--- config.mk ---
export PLATFORM = sky130hd
export DESIGN_NAME = tm1638_responder
export DESIGN_NICKNAME = d
export VERILOG_FILES = /design/src/rtl/tm1638_responder.sv
export SDC_FILE = /design/constraint.sdc
export NUM_CORES = 1
export LEC_CHECK = 0
export ABC_AREA = 0
export CORE_ASPECT_RATIO = 0.9
export CORE_UTILIZATION = 57
export CTS_BUF_LIST = sky130_fd_sc_hd__clkbuf_4 sky130_fd_sc_hd__clkbuf_8
export CTS_CLUSTER_DIAMETER = 60
export DETAILED_ROUTE_END_ITERATION = 16
export GPL_ROUTABILITY_DRIVEN = 0
export PLACE_DENSITY = 0.9
export SYNTH_ARGS = -nofsm -noshare
export SYNTH_HDL_FRONTEND = slang
export SYNTH_SLANG_ARGS = --single-unit
--- constraint.sdc ---
create_clock -name CK_i -period 13.36 [get_ports CK_i]
set_clock_uncertainty 0.15 [all_clocks]
set_input_delay 2.672 -clock CK_i [delete_from_list [all_inputs] [get_ports CK_i]]
set_output_delay 2.672 -clock CK_i [all_outputs]
set_load 0.05 [all_outputs]
--- src/rtl/tm1638_responder.sv ---
// tm1638_responder: TM1638 device-side model; oversamples STB/SCLK/DIO, decodes commands into a 16-byte display RAM,
// and shifts a 32-bit key snapshot out on read commands.
module tm1638_responder #(
  parameter int C_SYNC = 2
) (
  input  logic         CK_i,
  input  logic         ARST_i,
  input  logic         STB_i,
  input  logic         SCLK_i,
  input  logic         DIO_i,
  output logic         DIO_o,
  output logic         DIO_OE_o,
  input  logic [31:0]  KEYS_DAT_i,
  output logic [127:0] DISP_RAM_o,
  output logic         DISP_ON_o,
  output logic [2:0]   BRIGHT_o,
  output logic         FRAME_DONE_o,
  output logic         BUSY_o
);
  typedef enum logic [2:0] {IDLE, CMD, WDATA, RDATA, IGNORE} state_t;
  state_t r_state, w_next;
  logic [C_SYNC-1:0][2:0] r_sync;
  logic [1:0] r_hist;
  logic [2:0] w_in;
  logic w_stb, w_sclk, w_dio, w_stb_rise, w_stb_fall, w_sclk_rise, w_sclk_fall, w_done, w_cmd_done;
  logic [6:0] r_sr;
  logic [7:0] w_byte;
  logic [2:0] r_bitcnt;
  logic [3:0] r_addr;
  logic [31:0] r_tx;
  logic r_read, r_fixed, r_wrote;
  assign w_in = r_sync[C_SYNC-1];
  assign {w_stb, w_sclk, w_dio} = w_in;
  assign w_stb_rise = w_stb & ~r_hist[1];
  assign w_stb_fall = ~w_stb & r_hist[1];
  assign w_sclk_rise = w_sclk & ~r_hist[0] & ~w_stb;
  assign w_sclk_fall = ~w_sclk & r_hist[0] & ~w_stb;
  assign w_byte = {w_dio, r_sr};
  assign w_done = w_sclk_rise & (r_bitcnt == 3'd7);
  assign w_cmd_done = w_done & (r_state == CMD);
  assign BUSY_o = ~w_stb;
  always_comb begin
    w_next = r_state;
    if (w_stb_rise) w_next = IDLE;
    else if (w_stb_fall) w_next = CMD;
    else if (w_cmd_done)
      w_next = (w_byte[7:6] == 2'b01 && w_byte[1]) ? RDATA :
               (w_byte[7:6] == 2'b11 && !r_read) ? WDATA : IGNORE;
  end
  always_ff @(posedge CK_i or posedge ARST_i)
    if (ARST_i) r_state <= IDLE;
    else r_state <= w_next;
  // Sync chain resets to the idle line levels so no false edge follows reset release
  always_ff @(posedge CK_i or posedge ARST_i) begin
    if (ARST_i) begin
      r_sync <= '1;
      r_hist <= '1;
      r_sr <= '0;
      r_bitcnt <= '0;
      r_addr <= '0;
      r_tx <= '0;
      r_read <= 1'b0;
      r_fixed <= 1'b0;
      r_wrote <= 1'b0;
      DIO_o <= 1'b1;
      DIO_OE_o <= 1'b0;
      DISP_RAM_o <= '0;
      DISP_ON_o <= 1'b0;
      BRIGHT_o <= '0;
      FRAME_DONE_o <= 1'b0;
    end else begin
      r_sync <= {r_sync[C_SYNC-2:0], {STB_i, SCLK_i, DIO_i}};
      r_hist <= w_in[2:1];
      FRAME_DONE_o <= w_stb_rise & r_wrote;
      if (w_stb_fall) begin
        r_bitcnt <= '0;
        r_wrote <= 1'b0;
      end else if (w_sclk_rise) begin
        r_sr <= w_byte[7:1];
        r_bitcnt <= r_bitcnt + 3'd1;
      end
      if (w_stb_rise) begin
        DIO_OE_o <= 1'b0;
        DIO_o <= 1'b1;
        r_wrote <= 1'b0;
      end else if (w_cmd_done) begin
        if (w_byte[7:6] == 2'b01) begin
          r_read <= w_byte[1];
          r_fixed <= w_byte[2];
          if (w_byte[1]) begin
            r_tx <= KEYS_DAT_i;
            DIO_OE_o <= 1'b1;
          end
        end
        if (w_byte[7:6] == 2'b11) r_addr <= w_byte[3:0];
        if (w_byte[7:6] == 2'b10) begin
          DISP_ON_o <= w_byte[3];
          BRIGHT_o <= w_byte[2:0];
        end
      end else if (w_done && r_state == WDATA) begin
        DISP_RAM_o[{r_addr, 3'b000} +: 8] <= w_byte;
        r_wrote <= 1'b1;
        if (!r_fixed) r_addr <= r_addr + 4'd1;
      end else if (w_sclk_fall && r_state == RDATA) begin
        // Zero-fill makes every bit past the fourth key byte read as 0
        DIO_o <= r_tx[0];
        r_tx <= {1'b0, r_tx[31:1]};
      end
    end
  end
endmodule

==> impl_results.html, run 1 <==
<table>
<tr><th>Metric</th><th>Value</th></tr>
<tr><th colspan="2">Pwr</th></tr>
<tr><td>Leakage power figure</td><td>5.09 nW</td></tr>
<tr><td>Power density over cell area</td><td>roughly 100 mW/mm^2</td></tr>
<tr><td>Worst ir drop on vdd</td><td>approximately 120 uV</td></tr>
<tr><th colspan="2">Floorplan</th></tr>
<tr><td>Starting density of the core</td><td>between 50% and 60%</td></tr>
<tr><td>Vertical die dimension</td><td>approximately 120 um</td></tr>
<tr><td>Area of the die</td><td>0.0153 mm^2</td></tr>
<tr><td>Die width</td><td>130 um</td></tr>
<tr><td>Top Ports</td><td>173</td></tr>
<tr><td>Area of the core</td><td>0.0142 mm^2</td></tr>
<tr><td>Num rows</td><td>just over 40</td></tr>
<tr><th colspan="2">Critical path</th></tr>
<tr><td>Stages on worst setup path</td><td>1</td></tr>
<tr><td>Crit path largest cell delay</td><td>0.81 ns</td></tr>
<tr><td>CP Max Fanout</td><td>2</td></tr>
<tr><td>Critical Setup Path Class</td><td>flip-flop to primary output</td></tr>
<tr><td>Kind of end point of the critical path</td><td>primary output</td></tr>
<tr><td>Type of element launching the critical path</td><td>flip-flop</td></tr>
<tr><td>Worst-case reg-to-reg path depth</td><td>6</td></tr>
<tr><td>Register-to-Register Setup Slack</td><td>10.13 ns</td></tr>
<tr><td>Gate family responsible for the most delay along the worst path</td><td>buffers and inverters</td></tr>
<tr><td>Worst r2r src</td><td>r_addr[0]$_DFFE_PP0P_</td></tr>
<tr><td>Required time at the endpoint of the critical path</td><td>10.54 ns</td></tr>
<tr><td>CP endpoint</td><td>DIO_o</td></tr>
<tr><td>Crit. Startpoint</td><td>DIO_o$_DFFE_PP1P_</td></tr>
<tr><td>Critical path buffers and inverters</td><td>1</td></tr>
<tr><td>Crit Reg-Reg Endpoint</td><td>DISP_RAM_o[11]$_DFFE_PP0P_</td></tr>
<tr><td>Worst path arrival time</td><td>approximately 1.8 ns</td></tr>
<tr><td>Cell chain of the critical path</td><td>clkdlybuf4s50_1</td></tr>
<tr><td>CP max stage cell</td><td>sky130_fd_sc_hd__clkdlybuf4s50_1</td></tr>
<tr><th colspan="2">Timing</th></tr>
<tr><td>Max frequency</td><td>approximately 0.21 GHz</td></tr>
<tr><td>Number of hold violations in the final report</td><td>0</td></tr>
<tr><td>Number of pins with negative max-slew slack in the final report</td><td>0</td></tr>
<tr><td>Final total negative setup slack</td><td>0 ns</td></tr>
<tr><td>Max-slew headroom at the worst pin</td><td>between 10% and 20%</td></tr>
<tr><td>Number of setup violations in the final report</td><td>0</td></tr>
<tr><td>Fraction of the cycle the final worst path needs</td><td>34.8%</td></tr>
<tr><td>Hold slack</td><td>approximately 0.21 ns</td></tr>
<tr><td>Worst slew pin tran</td><td>roughly 1.2 ns</td></tr>
<tr><td>Unrepaired setup endpoints after global routing</td><td>false</td></tr>
<tr><td>Tmin final</td><td>4.65 ns</td></tr>
<tr><th colspan="2">Synth</th></tr>
<tr><td>Post-synth ARST share</td><td>100%</td></tr>
<tr><td>Share of synthesized area spent on multiplexers</td><td>roughly 27%</td></tr>
<tr><td>Flop and latch count out of synthesis</td><td>just under 200</td></tr>
<tr><td>Synthesized Nets</td><td>about 650</td></tr>
<tr><td>Fraction of synthesized cell area taken by the top area cell type</td><td>between 50 and 60%</td></tr>
<tr><td>Compound-cell area share of the yosys netlist</td><td>roughly 2.6%</td></tr>
<tr><td>Main combinational cell family by area after synthesis</td><td>multiplexers</td></tr>
<tr><td>Top flip-flop cell by instance count after synthesis</td><td>sky130_fd_sc_hd__dfrtp_1</td></tr>
<tr><td>Number of enable-type register cells in the synthesized netlist</td><td>0</td></tr>
<tr><td>Post-synthesis area per instance</td><td>around 14 um^2</td></tr>
<tr><td>Sequential area share after synthesis</td><td>approximately three fifths</td></tr>
<tr><td>Post-synthesis cell area</td><td>0.00843 mm^2</td></tr>
<tr><td>Most area-consuming cells after synthesis</td><td>sky130_fd_sc_hd__dfrtp_1 55%, sky130_fd_sc_hd__mux2_2 26%, sky130_fd_sc_hd__dfstp_2 2.8%, sky130_fd_sc_hd__mux2i_1 1.5%, sky130_fd_sc_hd__nor2b_1 1.4%</td></tr>
<tr><td>YS warnings</td><td>0</td></tr>
<tr><td>Leading area contributor after synthesis</td><td>sky130_fd_sc_hd__dfrtp_1</td></tr>
<tr><td>Post-Syn Instances</td><td>about 610</td></tr>
<tr><td>Simple-gate share of the synthesized area</td><td>7.99%</td></tr>
<tr><td>Adder-cell share of the synthesized area</td><td>roughly 1.2%</td></tr>
<tr><td>Post-Synth XOR/XNOR Area</td><td>less than 1%</td></tr>
<tr><td>Distinct cell type count of the synthesized netlist</td><td>50</td></tr>
<tr><th colspan="2">GRT</th></tr>
<tr><td>Vias in the first global route</td><td>5687</td></tr>
<tr><td>Global-route wire length before repair</td><td>around 30000 um</td></tr>
<tr><td>Maximum number of pins on one net before global-route repair</td><td>109</td></tr>
<tr><td>Total congestion overflow after global routing</td><td>0</td></tr>
<tr><td>Overall global routing resource usage</td><td>between 20% and 30%</td></tr>
<tr><td>Antenna violations before repair</td><td>0</td></tr>
<tr><th colspan="2">Hold path</th></tr>
<tr><td>Path class of the lowest-slack min-delay path</td><td>flip-flop to flip-flop</td></tr>
<tr><th colspan="2">Drt</th></tr>
<tr><td>Count of unresolved DRC violations after routing</td><td>0</td></tr>
<tr><td>Via Count</td><td>~5400</td></tr>
<tr><td>DR vias/cell</td><td>between 5 and 6</td></tr>
<tr><td>Routed wire length</td><td>~19000 um</td></tr>
<tr><td>Detail-routed net length per standard cell</td><td>19.1 um</td></tr>
<tr><td>First drt pass iteration count</td><td>4</td></tr>
<tr><td>Number of DRC violations after detailed-routing iteration 0</td><td>roughly 280</td></tr>
<tr><td>Number of nets still failing antenna checks after routing</td><td>0</td></tr>
<tr><th colspan="2">Place</th></tr>
<tr><td>Hpwl dp</td><td>between 10000 and 15000 um</td></tr>
<tr><td>Total of buffers placed on input and output ports</td><td>around 170</td></tr>
<tr><th colspan="2">Cells and area</th></tr>
<tr><td>Number of antenna diodes</td><td>0</td></tr>
<tr><td>Total number of nets in the final design</td><td>between 800 and 900</td></tr>
<tr><td>Syn-to-layout area delta</td><td>27.2%</td></tr>
<tr><td>Most common cell after layout, fill and taps aside</td><td>sky130_fd_sc_hd__mux2_2</td></tr>
<tr><td>Most frequent cells in the layout</td><td>191 x sky130_fd_sc_hd__mux2_2, 186 x sky130_fd_sc_hd__dfrtp_1, 172 x sky130_fd_sc_hd__clkdlybuf4s50_1, 22 x sky130_fd_sc_hd__clkbuf_8, 20 x sky130_fd_sc_hd__nand2_1</td></tr>
<tr><td>Fraction of final layout cells with drive strength greater than 1</td><td>between 30% and 40%</td></tr>
<tr><th colspan="2">Outcome</th></tr>
<tr><td>Status</td><td>finished, final reports clean</td></tr>
<tr><th colspan="2">Job</th></tr>
<tr><td>Number of max-capacitance violations reported</td><td>0</td></tr>
<tr><th colspan="2">CTS</th></tr>
<tr><td>CTS H-Tree Depth</td><td>4</td></tr>
<tr><td>Clock tree from TritonCTS</td><td>yes</td></tr>
<tr><td>TritonCTS sink count</td><td>slightly below 200</td></tr>
<tr><td>Buffer depth of the longest clock path</td><td>2</td></tr>
<tr><td>Master cell of the clock root buffer</td><td>sky130_fd_sc_hd__clkbuf_8</td></tr>
<tr><td>Register clock-pin slew on the reported worst setup and hold paths</td><td>about 0.10 ns</td></tr>
<tr><td>Hold buffer count at CTS</td><td>0</td></tr>
<tr><td>Post-CTS Setup Inserts</td><td>0</td></tr>
<tr><td>Quantity of gates resized following cts</td><td>0</td></tr>
<tr><td>Worst skew pair latency</td><td>approximately 0.48 ns</td></tr>
<tr><td>CTS buffer count</td><td>17</td></tr>
</table>
## layout make-up
type | count | area (um^2)
Sequential cell | 195 | 4890
Inverter | 20 | 82.6
Tap cell | 193 | 241
Fill cell | 928 | 3490
Timing Repair Buffer | 175 | 1740
Clock buffer | 22 | 303
Clock inverter | 10 | 128
Multi-Input combinational cell | 359 | 3330
## report_power, final
group	internal, W	switching [W]	leakage [nW]	total [W]
clock	0.000208	0.000195	0.224	0.000403
combinational	0.0000260	0.0000248	2.19	0.0000508
sequential	0.000604	0.0000494	2.67	0.000653
total	0.000838	0.000270	5.09	0.00111
## through the flow
step | instances | util [%] | worst slack, ns | power, W | cell area [um^2]
2_1_floorplan | 608 | - | 5.24 | 0.000674 | 8430
3_3_place_gp | 942 | 72.4 | 8.43 | 0.000711 | 10300
3_5_place_dp | 942 | 72.4 | 8.32 | 0.000715 | 10300
4_1_cts | 974 | 75.5 | 8.69 | 0.00111 | 10700
5_1_grt | 974 | 75.5 | 8.59 | 0.00115 | 10700
6_report | 974 | 75.5 | 8.71 | 0.00111 | 10700
## kinds of logic after synthesis
logic type                 Yosys count
adders and majority gates            8
muxes                              206
AOI/OAI and AO/OA                   31
xor gates and xnor gates             2
and+or+nand+nor                    112
buffers and inverters               54
DFF                                195
## flip-flops by register name, indices dropped and copies added, names as in the netlist
| signal | flops |
|---|---|
| r_tx | 32 |
| r_sr | 7 |
| r_addr | 4 |
| r_sync | 3 |
| DISP_ON_o | 1 |
| r_read | 1 |
| DISP_RAM_o | 128 |
| DIO_o | 1 |
| r_fixed | 1 |
| r_state | 3 |
| FRAME_DONE_o | 1 |
| r_bitcnt | 3 |
| BRIGHT_o | 3 |
| r_wrote | 1 |
| w_in | 3 |
| DIO_OE_o | 1 |
| r_hist | 2 |
## Yosys cell counts (all sizes together) (2+ instances only)
library cell / n
xnor2: 2
nand3: 4
a21oi: 6
nor2: 12
a2bb2oi: 2
o211ai: 2
nor3b: 2
dfstp: 9
and3: 8
nor2b: 19
and3b: 2
buf: 8
nor3: 5
a21boi: 2
and4: 3
nand4: 6
or3b: 3
and4b: 2
and2: 14
o21ai: 7
ha: 8
o2111ai: 3
mux2: 193
dfrtp: 186
nand2: 20
inv: 20
mux2i: 13
nand2b: 5
clkbuf: 26
## worst min-delay path by stage
| stage | startpoint | endpoint | slack (ns) | cells past startpoint |
|---|---|---|---|---|
| after floorplan | r_sync[0]$_DFF_PP1_ | w_in[0]$_DFF_PP1_ | 0.20 | 0 |
| after global routing | r_sync[0]$_DFF_PP1_ | w_in[0]$_DFF_PP1_ | 0.21 | 0 |
| after detailed placement | r_sync[2]$_DFF_PP1_ | w_in[2]$_DFF_PP1_ | 0.20 | 0 |
| final | r_sync[2]$_DFF_PP1_ | w_in[2]$_DFF_PP1_ | 0.21 | 0 |
| after global placement | r_sync[0]$_DFF_PP1_ | w_in[0]$_DFF_PP1_ | 0.20 | 0 |
| after CTS | r_sync[0]$_DFF_PP1_ | w_in[0]$_DFF_PP1_ | 0.21 | 0 |
## metal layers
layer / routed length [um] / global-route usage [%] / vias to the layer above
li1: - / - / 2458
met5: 0 / 0 / -
met1: 7690 / 32.3 / 2770
met3: 1130 / 5.57 / 38
met4: 422 / 10.2 / 0
met2: 9320 / 43.3 / 179
Note: power is estimated with default switching activity, not from simulation.
==> inputs of run 2 (changes only) <==
--- a/config.mk
+++ b/config.mk
@@ -7,12 +7,12 @@
 export LEC_CHECK = 0
 export ABC_AREA = 0
 export CORE_ASPECT_RATIO = 0.9
-export CORE_UTILIZATION = 57
+export CORE_UTILIZATION = 53
 export CTS_BUF_LIST = sky130_fd_sc_hd__clkbuf_4 sky130_fd_sc_hd__clkbuf_8
 export CTS_CLUSTER_DIAMETER = 60
 export DETAILED_ROUTE_END_ITERATION = 16
 export GPL_ROUTABILITY_DRIVEN = 0
-export PLACE_DENSITY = 0.9
+export PLACE_DENSITY = 0.84
 export SYNTH_ARGS = -nofsm -noshare
 export SYNTH_HDL_FRONTEND = slang
 export SYNTH_SLANG_ARGS = --single-unit
==> constraint.sdc (replaced) <==
create_clock -name CK_i -period 4.8 [get_ports CK_i]
set_clock_uncertainty 0.15 [all_clocks]
set_input_delay 0.96 -clock CK_i [delete_from_list [all_inputs] [get_ports CK_i]]
set_output_delay 0.96 -clock CK_i [all_outputs]
set_load 0.05 [all_outputs]
==> run 2 against run 1 <==
Against the previous run:
- clock power rose to 3.1 times the previous value
- via count down 1.0%
- die area up 7.4%
- sequential power rose to 2.8 times the previous value
- wire length down 2.5%
- clock-buffer cell count down 4
- combinational power rose to 2.8 times the previous value
- critical path depth up 5
- sequential share of layout area down 0.43 points
- non-clock buffer count up 2
- critical endpoint is now DISP_RAM_o[14]$_DFFE_PP0P_
- highest routed layer unchanged
==> impl_results.html, run 2 (same netlist as run 1, synthesis figures left out) <==
<table>
<tr><th>Metric</th><th>Value</th></tr>
<tr><th colspan="2">CTS</th></tr>
<tr><td>Master cell of the clock root buffer</td><td>sky130_fd_sc_hd__clkbuf_8</td></tr>
<tr><td>Worst skew pair latency</td><td>around 0.47 ns</td></tr>
<tr><td>TritonCTS sink count</td><td>195</td></tr>
<tr><td>Register clock-pin slew on the reported worst setup and hold paths</td><td>about 0.10 ns</td></tr>
<tr><td>Post-CTS Setup Inserts</td><td>0</td></tr>
<tr><td>CTS buffer count</td><td>17</td></tr>
<tr><td>CTS H-Tree Depth</td><td>4</td></tr>
<tr><td>Quantity of gates resized following cts</td><td>0</td></tr>
<tr><td>Hold buffer count at CTS</td><td>0</td></tr>
<tr><td>Buffer depth of the longest clock path</td><td>2</td></tr>
<tr><td>Clock tree from TritonCTS</td><td>yes</td></tr>
<tr><th colspan="2">Cells and area</th></tr>
<tr><td>Number of antenna diodes</td><td>0</td></tr>
<tr><td>Finished layout cell area</td><td>about 0.011 mm^2</td></tr>
<tr><td>Largest register FFs</td><td>between 100 and 150</td></tr>
<tr><td>Syn-to-layout area delta</td><td>28.4%</td></tr>
<tr><td>Sequential cell area</td><td>0.00489 mm^2</td></tr>
<tr><td>Most common cell after layout, fill and taps aside</td><td>sky130_fd_sc_hd__mux2_2</td></tr>
<tr><td>Post-Route Utilization</td><td>approximately 70%</td></tr>
<tr><td>Most frequent cells in the layout</td><td>191 x sky130_fd_sc_hd__mux2_2, 186 x sky130_fd_sc_hd__dfrtp_1, 172 x sky130_fd_sc_hd__clkdlybuf4s50_1, 20 x sky130_fd_sc_hd__nand2_1</td></tr>
<tr><td>Footprint of the multi-input gates</td><td>between 0.003 and 0.004 mm^2</td></tr>
<tr><td>Registers with the most flip-flops</td><td>DISP_RAM_o (128), r_tx (32), r_sr (7)</td></tr>
<tr><td>Total number of nets in the final design</td><td>815</td></tr>
<tr><td>Largest register by flop count</td><td>DISP_RAM_o</td></tr>
<tr><td>Fraction of final layout cells with drive strength greater than 1</td><td>31.7%</td></tr>
<tr><td>Filler cell count in the final layout</td><td>around 1100</td></tr>
<tr><th colspan="2">Timing</th></tr>
<tr><td>Max frequency</td><td>between 0.3 and 0.4 GHz</td></tr>
<tr><td>Fraction of the cycle the final worst path needs</td><td>about two thirds</td></tr>
<tr><td>Worst slew pin tran</td><td>between 1 and 1.5 ns</td></tr>
<tr><td>Number of hold violations in the final report</td><td>0</td></tr>
<tr><td>Number of pins with negative max-slew slack in the final report</td><td>0</td></tr>
<tr><td>Final total negative setup slack</td><td>0 ns</td></tr>
<tr><td>Number of setup violations in the final report</td><td>0</td></tr>
<tr><td>Tmin final</td><td>3.18 ns</td></tr>
<tr><td>Max-slew headroom at the worst pin</td><td>a little over a fifth</td></tr>
<tr><td>Unrepaired setup endpoints after global routing</td><td>false</td></tr>
<tr><th colspan="2">Critical path</th></tr>
<tr><td>CP Max Fanout</td><td>21</td></tr>
<tr><td>Worst path arrival time</td><td>3.39 ns</td></tr>
<tr><td>Worst-case reg-to-reg path depth</td><td>6</td></tr>
<tr><td>Required time at the endpoint of the critical path</td><td>5.01 ns</td></tr>
<tr><td>Worst r2r src</td><td>r_addr[0]$_DFFE_PP0P_</td></tr>
<tr><td>Critical path buffers and inverters</td><td>1</td></tr>
<tr><td>Cell chain of the critical path</td><td>inv_1 -&gt; ha_1 -&gt; nand2b_1 -&gt; and2_1 -&gt; and4_1 -&gt; mux2_2</td></tr>
<tr><td>Crit. Startpoint</td><td>r_addr[0]$_DFFE_PP0P_</td></tr>
<tr><td>Stages on worst setup path</td><td>6</td></tr>
<tr><td>Kind of end point of the critical path</td><td>flip-flop</td></tr>
<tr><td>Register-to-Register Setup Slack</td><td>~1.6 ns</td></tr>
<tr><td>Critical Setup Path Class</td><td>flip-flop to flip-flop</td></tr>
<tr><td>CP endpoint</td><td>DISP_RAM_o[14]$_DFFE_PP0P_</td></tr>
<tr><td>Gate family responsible for the most delay along the worst path</td><td>simple AND/OR/NAND/NOR gates</td></tr>
<tr><td>Crit path largest cell delay</td><td>0.71 ns</td></tr>
<tr><td>Crit Reg-Reg Endpoint</td><td>DISP_RAM_o[14]$_DFFE_PP0P_</td></tr>
<tr><td>CP max stage cell</td><td>sky130_fd_sc_hd__dfrtp_1</td></tr>
<tr><td>Type of element launching the critical path</td><td>flip-flop</td></tr>
<tr><th colspan="2">GRT</th></tr>
<tr><td>Maximum number of pins on one net before global-route repair</td><td>76</td></tr>
<tr><td>Overall global routing resource usage</td><td>23.4%</td></tr>
<tr><td>Antenna violations before repair</td><td>0</td></tr>
<tr><td>Global-route wire length before repair</td><td>about 30000 um</td></tr>
<tr><td>Vias in the first global route</td><td>about 5600</td></tr>
<tr><td>Total congestion overflow after global routing</td><td>0</td></tr>
<tr><th colspan="2">Drt</th></tr>
<tr><td>Detail-routed net length per standard cell</td><td>between 15 and 20 um</td></tr>
<tr><td>Number of DRC violations after detailed-routing iteration 0</td><td>roughly 270</td></tr>
<tr><td>First drt pass iteration count</td><td>4</td></tr>
<tr><td>Number of nets still failing antenna checks after routing</td><td>0</td></tr>
<tr><td>DR vias/cell</td><td>5.47</td></tr>
<tr><td>Via Count</td><td>5389</td></tr>
<tr><td>Routed wire length</td><td>about 18000 um</td></tr>
<tr><td>Count of unresolved DRC violations after routing</td><td>0</td></tr>
<tr><th colspan="2">Place</th></tr>
<tr><td>Hpwl dp</td><td>between 10000 and 15000 um</td></tr>
<tr><td>DP Area</td><td>roughly 0.010 mm^2</td></tr>
<tr><td>Total of buffers placed on input and output ports</td><td>about 170</td></tr>
<tr><th colspan="2">Floorplan</th></tr>
<tr><td>Vertical die dimension</td><td>122 um</td></tr>
<tr><td>Starting density of the core</td><td>54.4%</td></tr>
<tr><td>Area of the die</td><td>~0.016 mm^2</td></tr>
<tr><td>Area of the core</td><td>approximately 0.015 mm^2</td></tr>
<tr><td>Num rows</td><td>43</td></tr>
<tr><td>Top Ports</td><td>approximately 170</td></tr>
<tr><td>Die width</td><td>approximately 130 um</td></tr>
<tr><th colspan="2">Pwr</th></tr>
<tr><td>Power density over cell area</td><td>about 300 mW/mm^2</td></tr>
<tr><td>Leakage power figure</td><td>5.12 nW</td></tr>
<tr><td>Total power consumption of the routed design</td><td>between 0.003 and 0.004 W</td></tr>
<tr><td>Worst ir drop on vdd</td><td>around 230 uV</td></tr>
<tr><th colspan="2">Hold path</th></tr>
<tr><td>Worst hold stages</td><td>0</td></tr>
<tr><td>Path class of the lowest-slack min-delay path</td><td>flip-flop to flip-flop</td></tr>
<tr><th colspan="2">Outcome</th></tr>
<tr><td>Status</td><td>finished, final reports clean</td></tr>
<tr><th colspan="2">Job</th></tr>
<tr><td>Number of max-capacitance violations reported</td><td>0</td></tr>
</table>
run 2: cell types whose count changed in the layout (fill, tap and decap cells not counted), sizes merged:
cell	before	now
inv	20	27
clkinv	6	1
clkbuf	22	18
buf	3	5
bufinv	3	5
run 2: cell type report:
type	instances	share of cell area [%]
multi-input cells	359	30.8
repair buffers	177	16.5
clock inverters	14	2.18
clock buffers	18	2.29
well taps	202	2.34
flip-flops and latches	195	45.2
inverters	20	0.728
run 2: layer usage:
metal,GRT usage (%),part of all wire (%),wire length [um],vias up
met5,0,0,0,-
met4,8.01,2.0,361,0
met3,4.95,5.1,928,28
met2,39.2,49,8900,163
met1,30.5,44,7920,2730
li1,-,-,-,2468
run 2: how the worst min path moves through the flow:
stage	slack, ns	from	end
6_report	0.21	r_sync[0]$_DFF_PP1_	w_in[0]$_DFF_PP1_
5_1_grt	0.22	r_sync[0]$_DFF_PP1_	w_in[0]$_DFF_PP1_
4_1_cts	0.21	r_sync[0]$_DFF_PP1_	w_in[0]$_DFF_PP1_
3_5_place_dp	0.20	r_sync[0]$_DFF_PP1_	w_in[0]$_DFF_PP1_
3_3_place_gp	0.20	r_sync[0]$_DFF_PP1_	w_in[0]$_DFF_PP1_
2_1_floorplan	0.20	r_sync[0]$_DFF_PP1_	w_in[0]$_DFF_PP1_
run 2: power by group:
| group | switching, W | leakage (nW) | internal [W] |
|---|---|---|---|
| clock | 0.000598 | 0.245 | 0.000654 |
| combinational | 0.0000686 | 2.20 | 0.0000755 |
| sequential | 0.000132 | 2.67 | 0.00168 |
run 2: through the flow:
step	worst slack, ns	cells	hold WS [ns]
after floorplan	1.18	608	0.195
after global placement	1.71	953	0.196
after detailed placement	1.63	953	0.198
after CTS	1.62	985	0.213
after global routing	1.36	985	0.219
final	1.62	985	0.214
run 2: worst reg2reg max path, cell delays in order, from the launching register on:
cell and delay (ns):
sky130_fd_sc_hd__dfrtp_1 0.71, sky130_fd_sc_hd__inv_1 0.15, sky130_fd_sc_hd__ha_1 0.30, sky130_fd_sc_hd__nand2b_1 0.17
sky130_fd_sc_hd__and2_1 0.64, sky130_fd_sc_hd__and4_1 0.56, sky130_fd_sc_hd__mux2_2 0.40
